## src/rtl/mrv32_muldiv.sv

```systemverilog
// ---------------------------------------------------------------------------
// mrv32_muldiv
// Iterative RV32M multiply/divide unit for the execute stage. Multiplies use
// a shift-add loop (one multiplier bit per cycle, 64-bit accumulator);
// divides use a restoring loop (one quotient bit per cycle). Both run on the
// unsigned magnitudes and fix the sign on the last iteration. Divide-by-zero
// and signed overflow are resolved in IDLE and go straight to DONE.
//
// Optional feature macro: MRV32_MULDIV_FAST_MUL_EN
//   defined   -> multiplies use a single-cycle 33x33 signed product in IDLE
//   undefined -> multiplies use the 32-cycle shift-add loop
//
// Ports
//   i_clk     : clock, rising edge
//   i_rst_n   : asynchronous active-low reset
//   i_start   : operation request, sampled only in IDLE
//   i_funct3  : RV32M selector (MUL, MULH, MULHSU, MULHU, DIV, DIVU, REM, REMU)
//   i_op1     : rs1 (multiplicand / dividend)
//   i_op2     : rs2 (multiplier / divisor)
//   i_flush   : synchronous kill of the current operation
//   o_busy    : high while not IDLE
//   o_done    : one-cycle completion pulse
//   o_result  : result, valid with o_done and held until the next o_done
// ---------------------------------------------------------------------------
module mrv32_muldiv (
   input  logic        i_clk,
   input  logic        i_rst_n,
   input  logic        i_start,
   input  logic [2:0]  i_funct3,
   input  logic [31:0] i_op1,
   input  logic [31:0] i_op2,
   input  logic        i_flush,
   output logic        o_busy,
   output logic        o_done,
   output logic [31:0] o_result
);

   typedef enum logic [1:0] {S_IDLE, S_CALC, S_DONE} state_t;

   state_t      r_state;
   state_t      w_stateNext;
   logic [4:0]  r_count;
   logic [2:0]  r_funct3;
   logic        r_neg;
   logic [63:0] r_acc;
   logic [63:0] r_opa;
   logic [31:0] r_opb;
   logic [31:0] r_pending;
   logic [31:0] r_result;

   logic        w_isDiv;
   logic        w_op1Signed;
   logic        w_op2Signed;
   logic        w_neg1;
   logic        w_neg2;
   logic [31:0] w_mag1;
   logic [31:0] w_mag2;
   logic        w_resNeg;
   logic        w_divZero;
   logic        w_overflow;
   logic        w_special;
   logic [31:0] w_specialResult;
   logic        w_accept;

   logic [63:0] w_mulAcc;
   logic [32:0] w_divShift;
   logic        w_divGe;
   logic [31:0] w_divSub;
   logic [31:0] w_divRem;
   logic [63:0] w_accNext;
   logic [63:0] w_prodFix;
   logic [31:0] w_quoFix;
   logic [31:0] w_remFix;
   logic [31:0] w_calcResult;

   // Operand decode. MULHSU treats only op1 as signed; MUL's low word is the
   // same either way, so it runs unsigned. 0x80000000 negates to itself,
   // which read as unsigned is exactly 2^31.
   assign w_isDiv     = i_funct3[2];
   assign w_op1Signed = (i_funct3 == 3'b001) || (i_funct3 == 3'b010) ||
                        (i_funct3 == 3'b100) || (i_funct3 == 3'b110);
   assign w_op2Signed = (i_funct3 == 3'b001) || (i_funct3 == 3'b100) ||
                        (i_funct3 == 3'b110);
   assign w_neg1      = w_op1Signed & i_op1[31];
   assign w_neg2      = w_op2Signed & i_op2[31];
   assign w_mag1      = w_neg1 ? (~i_op1 + 32'd1) : i_op1;
   assign w_mag2      = w_neg2 ? (~i_op2 + 32'd1) : i_op2;
   // The remainder follows the dividend's sign; everything else uses the XOR.
   assign w_resNeg    = (i_funct3 == 3'b110) ? w_neg1 : (w_neg1 ^ w_neg2);
   assign w_divZero   = w_isDiv && (i_op2 == 32'd0);
   assign w_overflow  = w_isDiv && !i_funct3[0] &&
                        (i_op1 == 32'h8000_0000) && (i_op2 == 32'hFFFF_FFFF);
   assign w_accept    = i_start && !i_flush;

`ifdef MRV32_MULDIV_FAST_MUL_EN
   // 33x33 signed product: each operand gets a sign bit chosen by funct3,
   // extended to 64 bits so only the bits we keep are ever computed.
   logic signed [63:0] w_fa;
   logic signed [63:0] w_fb;
   logic        [63:0] w_fastProd;
   assign w_fa       = {{32{w_neg1}}, i_op1};
   assign w_fb       = {{32{w_neg2}}, i_op2};
   assign w_fastProd = w_fa * w_fb;
   assign w_special  = w_divZero || w_overflow || !w_isDiv;
`else
   assign w_special  = w_divZero || w_overflow;
`endif

   // Results that never need the iterative loop.
   always_comb begin
      w_specialResult = 32'd0;
      if (w_divZero)
         w_specialResult = i_funct3[1] ? i_op1 : 32'hFFFF_FFFF;
      else if (w_overflow)
         w_specialResult = i_funct3[1] ? 32'd0 : 32'h8000_0000;
`ifdef MRV32_MULDIV_FAST_MUL_EN
      else if (!w_isDiv)
         w_specialResult = (i_funct3[1:0] == 2'b00) ? w_fastProd[31:0] : w_fastProd[63:32];
`endif
   end

   // One iteration step. For divide, r_acc holds {remainder, dividend/quotient}
   // and the next dividend bit shifts into the 33-bit trial remainder. Since the
   // remainder is always below the divisor, the difference fits in 32 bits.
   assign w_mulAcc   = r_acc + (r_opb[0] ? r_opa : 64'd0);
   assign w_divShift = {r_acc[63:32], r_acc[31]};
   assign w_divGe    = w_divShift >= {1'b0, r_opb};
   assign w_divSub   = w_divShift[31:0] - r_opb;
   assign w_divRem   = w_divGe ? w_divSub : w_divShift[31:0];
   assign w_accNext  = r_funct3[2] ? {w_divRem, r_acc[30:0], w_divGe} : w_mulAcc;

   // Sign fix-up applied to the final step's value.
   assign w_prodFix  = r_neg ? (~w_accNext + 64'd1) : w_accNext;
   assign w_quoFix   = r_neg ? (~w_accNext[31:0] + 32'd1) : w_accNext[31:0];
   assign w_remFix   = r_neg ? (~w_accNext[63:32] + 32'd1) : w_accNext[63:32];

   always_comb begin
      w_calcResult = 32'd0;
      if (r_funct3[2])
         w_calcResult = r_funct3[1] ? w_remFix : w_quoFix;
      else
         w_calcResult = (r_funct3[1:0] == 2'b00) ? w_prodFix[31:0] : w_prodFix[63:32];
   end

   // State register.
   always_ff @(posedge i_clk or negedge i_rst_n) begin
      if (!i_rst_n)
         r_state <= S_IDLE;
      else
         r_state <= w_stateNext;
   end

   // Next state and handshake outputs. done is suppressed when flush kills
   // the operation in its DONE cycle.
   always_comb begin
      w_stateNext = r_state;
      o_busy      = (r_state != S_IDLE);
      o_done      = 1'b0;
      unique case (r_state)
         S_IDLE: begin
            if (w_accept)
               w_stateNext = w_special ? S_DONE : S_CALC;
         end
         S_CALC: begin
            if (i_flush)
               w_stateNext = S_IDLE;
            else if (r_count == 5'd31)
               w_stateNext = S_DONE;
         end
         S_DONE: begin
            w_stateNext = S_IDLE;
            o_done      = !i_flush;
         end
         default: w_stateNext = S_IDLE;
      endcase
   end

   // Datapath. The answer is staged in r_pending and only committed to
   // r_result in an unflushed DONE cycle, so a flush leaves the visible
   // result untouched.
   always_ff @(posedge i_clk or negedge i_rst_n) begin
      if (!i_rst_n) begin
         r_count   <= 5'd0;
         r_funct3  <= 3'd0;
         r_neg     <= 1'b0;
         r_acc     <= 64'd0;
         r_opa     <= 64'd0;
         r_opb     <= 32'd0;
         r_pending <= 32'd0;
         r_result  <= 32'd0;
      end else begin
         unique case (r_state)
            S_IDLE: begin
               if (w_accept) begin
                  r_funct3 <= i_funct3;
                  r_neg    <= w_resNeg;
                  r_count  <= 5'd0;
                  r_opa    <= {32'd0, w_mag1};
                  r_opb    <= w_mag2;
                  r_acc    <= w_isDiv ? {32'd0, w_mag1} : 64'd0;
                  if (w_special)
                     r_pending <= w_specialResult;
               end
            end
            S_CALC: begin
               if (!i_flush) begin
                  r_acc   <= w_accNext;
                  r_opa   <= r_opa << 1;
                  r_opb   <= r_funct3[2] ? r_opb : (r_opb >> 1);
                  r_count <= r_count + 5'd1;
                  if (r_count == 5'd31)
                     r_pending <= w_calcResult;
               end
            end
            S_DONE: begin
               if (!i_flush)
                  r_result <= r_pending;
            end
            default: ;
         endcase
      end
   end

   assign o_result = ((r_state == S_DONE) && !i_flush) ? r_pending : r_result;

endmodule

```

## config.mk

```make
export PLATFORM = sky130hd
export DESIGN_NAME = mrv32_muldiv
export DESIGN_NICKNAME = d
export VERILOG_FILES = /design/src/rtl/mrv32_muldiv.sv
export SDC_FILE = /design/constraint.sdc
export NUM_CORES = 1
export LEC_CHECK = 0
export CORE_MARGIN = 2
export CORE_UTILIZATION = 60
export CTS_BUF_LIST = sky130_fd_sc_hd__clkbuf_8
export DETAILED_ROUTE_END_ITERATION = 6
export PLACE_DENSITY = 0.84
export SYNTH_ARGS = -nofsm -noshare
export SYNTH_HDL_FRONTEND = slang
export SYNTH_SLANG_ARGS = --single-unit
```

## constraint.sdc

```tcl
create_clock -name i_clk -period 5.8 [get_ports i_clk]
set_input_delay 1.16 -clock i_clk [delete_from_list [all_inputs] [get_ports i_clk]]
set_output_delay 1.16 -clock i_clk [all_outputs]
set_load 0.05 [all_outputs]
```

# After elaboration in Yosys (flattened, before gate mapping)
# Index checks and enable logic that the tools add are counted.
# totals
register_bits,235
inputBits,71
output_inout_bits,34
# classes
addsub,8
n_lt_le_gt_ge,1
n_eq_ne,15
mux,42
bitwise,9
reduce_logical,25
# ops
operator,n
two-way mux 32 bit,21
two-way mux 64 bit,7
one-hot mux 64 bit (2 select lines),2
"adder 32 x 1 -> 32 bit, second input constant",4
inverter 32 bit,4
one-hot mux 32 bit (2 select lines),2
"adder 64 x 1 -> 64 bit, second input constant",1
adder 64 bit,1
"== test 32 bit, second input constant",2
inverter 64 bit,1
>= comparator 33 x 32 -> 1 bit,1
logical NOT 32 bit,1
subtractor 32 bit,1
two-way mux 5 bit,2
"!= test 2 bit, second input constant",5
one-hot mux 5 bit (2 select lines),1
two-way mux 2 bit,4
"== test 3 bit, second input constant",2
logical AND 1 bit,6
logical OR 1 bit,6
AND reduction 2 bit,3
"adder 5 x 1 -> 5 bit, second input constant",1
"== test 5 bit, second input constant",1
AND reduction 5 bit,1
15 further kinds,20

# Logic depth before layout (Yosys ltp)
# depth
depth_word,11
mapped_depth,24
ltp_nobuf,21

# Least setup slack after synthesis
# No wires, ideal clock.
# synth_path
path_type,flip-flop to flip-flop
startpoint,register r_acc[39]
endpoint,register r_pending[8]
setup_time_ns,0.084
t_arrival_ns,4.892
required_ns,5.716
setup_slack_ns,0.824
path_stages_with_launch,20
path_buffers,2
synth_period_minus_slack_ns,4.976
cell_sequence,dfrtp_1 ha_1 a21o_1 o21bai_1 a311o_1 o211ai_4 a41o_1 ha_1 nand2_1 nor4_1 nand3_1 or3_4 or4_1 buf_2 o21a_1 buf_6 or4_1 nand3_1 nand2_1 a41oi_2
# synth_via
elab_chain_cells,11
elab_cells_between_ends,20
classes_between,add/sub (5); order compare (1); mux (11); bitwise (3)
# synth_lines
element,line_no,rtl
start: declaration,45,logic [63:0] r_acc;
start signal: assignment,200,"r_acc <= w_isDiv ? {32'd0, w_mag1} : 64'd0;"
start signal: assignment,207,r_acc <= w_accNext;
subtractor 32 bit or >= comparator 33 x 32 -> 1 bit (tied branches),"128, 127",
two-way mux 32 bit,129,assign w_divRem = w_divGe ? w_divSub : w_divShift[31:0];
two-way mux 64 bit *,130,"assign w_accNext = r_funct3[2] ? {w_divRem, r_acc[30:0], w_divGe} : w_mulAcc;"
inverter 64 bit or inverter 32 bit (tied branches),"133, 135",
adder 64 x 1 -> 64 bit or adder 32 x 1 -> 32 bit (tied branches),"133, 135",
two-way mux 64 bit or two-way mux 32 bit (tied branches),"133, 135",
two-way mux 32 bit (on tied branches),"142, 140",
two-way mux 32 bit *,139,if (r_funct3[2])
two-way mux 32 bit *,211,if (r_count == 5'd31)
two-way mux 32 bit *,206,if (!i_flush) begin
one-hot mux 32 bit (2 select lines) *,192,unique case (r_state)
end signal: assignment,202,r_pending <= w_specialResult;
end signal: assignment,212,r_pending <= w_calcResult;
end: declaration,48,logic [31:0] r_pending;
# Every way passes the cells marked *; elsewhere a longest branch is shown, timed or not. The select of a mux whose other input is x is not followed.
# A chain may end at the register's enable or synchronous reset.

# Worst setup path in the final report
# layout_path
startpoint,register r_opb[0]
endpoint,register r_pending[17]
# layout_via
elab_chain_cells,11
elab_cells_between_ends,21
classes_between,add/sub (5); order compare (1); mux (12); bitwise (3)
# layout_lines
element,line_no,rtl
start: declaration,47,logic [31:0] r_opb;
start signal: assignment,199,r_opb <= w_mag2;
start signal: assignment,209,r_opb <= r_funct3[2] ? r_opb : (r_opb >> 1);
"two-way mux 64 bit, or another cell as far along",125,assign w_mulAcc = r_acc + (r_opb[0] ? r_opa : 64'd0);
adder 64 bit or two-way mux 32 bit (tied branches),"125, 129",
two-way mux 64 bit *,130,
"inverter 64 bit, or another cell as far along",133,assign w_prodFix = r_neg ? (~w_accNext + 64'd1) : w_accNext;
"adder 64 x 1 -> 64 bit, or another cell as far along",133,
"two-way mux 64 bit, or another cell as far along",133,
two-way mux 32 bit (on tied branches),"142, 140",
two-way mux 32 bit *,139,
two-way mux 32 bit *,211,
two-way mux 32 bit *,206,
one-hot mux 32 bit (2 select lines) *,192,
# Marks and branches as above.

==> flow_metrics.tcl <==
set metrics [dict create \
    status "complete, no violations" \
    cts_buffer_depth 3 \
    wl_per_cell_um 26.4 \
    cts.htree.levels 2 \
    worstHoldPathType "reg2reg" \
    flow.area_growth_from_synthesis_pct 12.3 \
    grt_setup_unrepaired "yes" \
    synth_enable_flop_cells 0 \
    cap_violations 0 \
    n_fill_cell 3150 \
    dr.pass1.iters 7 \
    grt_antenna_before_repair 0 \
    die_w_um 201 \
    p_clk_share_pct 12.2 \
    ant_nets 0 \
    overflow 0 \
    power_uw 14400 \
    p_switching_uw 7930 \
    grt_use_total_pct 47.3 \
    intPower_uw 6500 \
    grt_pass1_vias 24603 \
    drt_iter0_markers 4016 \
    syn_avg_cell_area_um2 7.51 \
    worst_pin_slew_ns 1.19 \
    finalCritPeriodShare_pct 99.0 \
    crit_path_end_kind "flop" \
    irDropWorstVdd_mv 0.536 \
    static-leakage-power_uw 0.0111 \
    start_util_pct 60.4 \
    synth_cell_types 116 \
    ys_warn_count 0 \
    drive_gt1_share_pct 10.2 \
    cts.sinks 235 \
    synth_ff_type "dfrtp_1" \
    critical_path_required_ns 6.32 \
    power_density_nw_per_um2 553 \
    critPathKind "reg2reg" \
    numPortBuffers 104 \
    syn_nets 3270 \
    hold_end "r_count[4]$_DFFE_PN0P_" \
    die_h_um 201 \
    final_common_cell "nand2_1" \
    relSlewSlack_pct 20.3 \
    place_inst 3637 \
    reg2reg_from "r_opb[0]$_DFFE_PN0P_" \
    nets 3340 \
    min_delay_path_depth 2 \
    final-hold-violation-count 0 \
    place.gp.congestion 1.11 \
    swShare_pct 55.0 \
    ys_seq_area_share_pct 25.3 \
    critPathMaxFanout 65 \
    cp.arrival_ns 6.27 \
    insertion_delay_ns 0.66 \
    cts_buffers 43 \
    ff2ff_setup_slack_ns 0.06 \
    async_reset_ff_share_pct 100 \
    syn_area_um2 23300 \
    mostFrequentLayoutCells "381 x nand2_1, 265 x o21ai_0, 259 x nor2_1, 233 x dfrtp_1, 232 x a21oi_1" \
    pwr-share-seq_pct 19.1 \
    power_frac_comb_pct 68.7 \
    start_kind "flop" \
    final_cells 3715 \
    grt_first_pass_wirelength_um 148000 \
    r2r-end "r_pending[17]$_DFFE_PN0P_" \
    grt_max_degree 106 \
    routed-via-count 26714 \
    hold_start "r_count[4]$_DFFE_PN0P_" \
    finalSetupViolCount 0 \
    syn_inst 3095 \
    cts_root_buffer "clkbuf_8" \
    drc 0 \
    path_clk_slew_ns 0.06 \
    drt-total-wl_um 98200 \
    post-route-min-period_ns 5.74 \
    coreArea_um2 38500 \
    via_per_inst 7.19 \
    ios 105 \
    fmax_ghz 0.174 \
    rows 72 \
    r2r_cells 20 \
    place_hpwl_um 74300 \
    fp.dieArea_um2 40300 \
    cts_tree "yes" \
    finClkSkew_ns 0.0461 \
    slew_viol_final 0 \
    ys_seq_elements 235 \
]
==> synthesized netlist by cell type, types with 13 or more instances <==
| library cell | count | area share, % |
|---|---|---|
| a21o_1 | 39 | 1.3 |
| nor2_1 | 260 | 4.2 |
| o21ai_1 | 21 | 0.45 |
| dfrtp_1 | 235 | 25 |
| o211ai_1 | 63 | 2.0 |
| o211a_1 | 13 | 0.56 |
| nand2b_1 | 21 | 0.57 |
| o31ai_1 | 47 | 1.5 |
| xnor2_1 | 77 | 2.9 |
| o21ai_0 | 267 | 5.7 |
| nand3_1 | 97 | 2.1 |
| and3_1 | 26 | 0.70 |
| buf_1 | 16 | 0.26 |
| nand2_1 | 381 | 6.2 |
| a31oi_1 | 40 | 1.1 |
| or2_2 | 15 | 0.40 |
| nand4_1 | 73 | 2.0 |
| buf_2 | 33 | 0.71 |
| mux2i_1 | 43 | 1.9 |
| o221ai_1 | 23 | 0.87 |
| xor2_1 | 72 | 2.7 |
| a22o_1 | 18 | 0.68 |
| o21a_1 | 33 | 1.1 |
| and2_1 | 82 | 2.2 |
| nor2b_1 | 14 | 0.38 |
| clkbuf_1 | 155 | 2.5 |
| a221oi_1 | 15 | 0.57 |
| a211oi_1 | 26 | 0.84 |
| inv_1 | 91 | 1.5 |
| nor4_1 | 34 | 0.91 |
| ha_1 | 102 | 5.5 |
| mux2_2 | 41 | 2.0 |
| nor3_1 | 71 | 1.5 |
| or3_1 | 37 | 1.0 |
| o22ai_1 | 21 | 0.57 |
| a21oi_1 | 236 | 5.1 |
==> through the flow <==
step	instance area (µm²)	util [%]	hold slack (ns)	setup slack [ns]	TNS, ns
2_1_floorplan	23300	-	0.439	0.824	0
3_3_place_gp	25100	65.3	0.456	0.194	0
3_5_place_dp	25100	65.3	0.468	0.193	0
4_1_cts	26000	67.7	0.482	0.106	0
5_1_grt	26100	67.9	0.504	-0.0341	-0.0921
6_report	26100	67.9	0.481	0.0553	0
==> logic make-up after synthesis <==
| group | count (synthesis) | share of synthesized area [%] |
|---|---|---|
| AOI/OAI and AO/OA | 1025 | 29.0 |
| xor gates and xnor gates | 149 | 5.61 |
| adders and majority gates | 104 | 5.66 |
| buffers and inverters | 304 | 5.28 |
| DFF | 235 | 25.3 |
| muxes | 89 | 4.11 |
| and+or+nand+nor | 1189 | 25.0 |
==> sequential cells by signal, summed over array words and instances (netlist names) <==
| signal | cells |
|---|---|
| r_result | 32 |
| r_opa | 64 |
| r_acc | 64 |
| r_pending | 32 |
| r_funct3 | 3 |
| r_neg | 1 |
| r_opb | 32 |
| r_state | 2 |
| r_count | 5 |
==> critical path, cell delays in order (launching register included) <==
cell and delay [ns]:
dfrtp_1 0.41, buf_12 0.20, and2_1 0.18, ha_1 0.30
buf_4 0.16, a21oi_1 0.18, buf_4 0.15, o211ai_2 0.15
a31oi_2 0.40, buf_4 0.24, o21ai_0 0.18, nor3_1 0.59
nor3_1 0.12, a21oi_2 0.16, or4b_1 0.51, buf_4 0.23
o31ai_4 0.40, and2_1 0.34, xor2_1 0.22, nor2_1 0.08
o32a_1 0.38
==> per-layer routing <==
metal | vias up | GRT usage [%] | wire length (µm)
li1 | 11571 | - | -
met1 | 12600 | 65.3 | 38400
met2 | 2172 | 67.0 | 39200
met3 | 371 | 14.7 | 15000
met4 | 0 | 23.1 | 5490
met5 | - | 0 | 0
==> how the worst max path moves through the flow <==
| stage | startpoint | to | slack [ns] | cells after the start |
|---|---|---|---|---|
| 2_1_floorplan | r_acc[39]$_DFFE_PN0P_ | r_pending[8]$_DFFE_PN0P_ | 0.82 | 19 |
| 3_3_place_gp | r_opb[0]$_DFFE_PN0P_ | r_pending[17]$_DFFE_PN0P_ | 0.19 | 19 |
| 3_5_place_dp | r_opb[0]$_DFFE_PN0P_ | r_pending[17]$_DFFE_PN0P_ | 0.19 | 19 |
| 4_1_cts | r_opb[0]$_DFFE_PN0P_ | r_pending[17]$_DFFE_PN0P_ | 0.11 | 19 |
| 5_1_grt | r_opb[0]$_DFFE_PN0P_ | r_pending[18]$_DFFE_PN0P_ | -0.03 | 22 |
| 6_report | r_opb[0]$_DFFE_PN0P_ | r_pending[17]$_DFFE_PN0P_ | 0.06 | 20 |
==> cell type report <==
cell class | count | area [µm²] | share of cell area [%]
multi-input cells | 2556 | 16200 | 62.2
flip-flops and latches | 235 | 5890 | 22.5
repair buffers | 236 | 2060 | 7.90
clock buffers | 59 | 812 | 3.11
well taps | 518 | 648 | 2.48
inverters | 93 | 349 | 1.34
clock inverters | 17 | 113 | 0.431
diodes | 1 | 2.50 | 0.00958
==> power groups by stage <==
| stage | registers [µW] | clock network, µW | logic (µW) |
|---|---|---|---|
| floorplan | 2470 | 0 | 6250 |
| global placement | 2690 | 0 | 9180 |
| detailed placement | 2720 | 0 | 9290 |
| CTS | 2710 | 1750 | 9380 |
| global route | 2790 | 1830 | 10400 |
| finish | 2760 | 1760 | 9910 |
==> timing repair <==
action / in CTS / in global routing
hold endpoints to repair: 0 / 0
buffers inserted: 0 / 1
setup endpoints to repair: 0 / 23
gates resized for setup: 0 / 14
hold buffers: 0 / 0
Note: power is estimated with default switching activity, not from simulation.
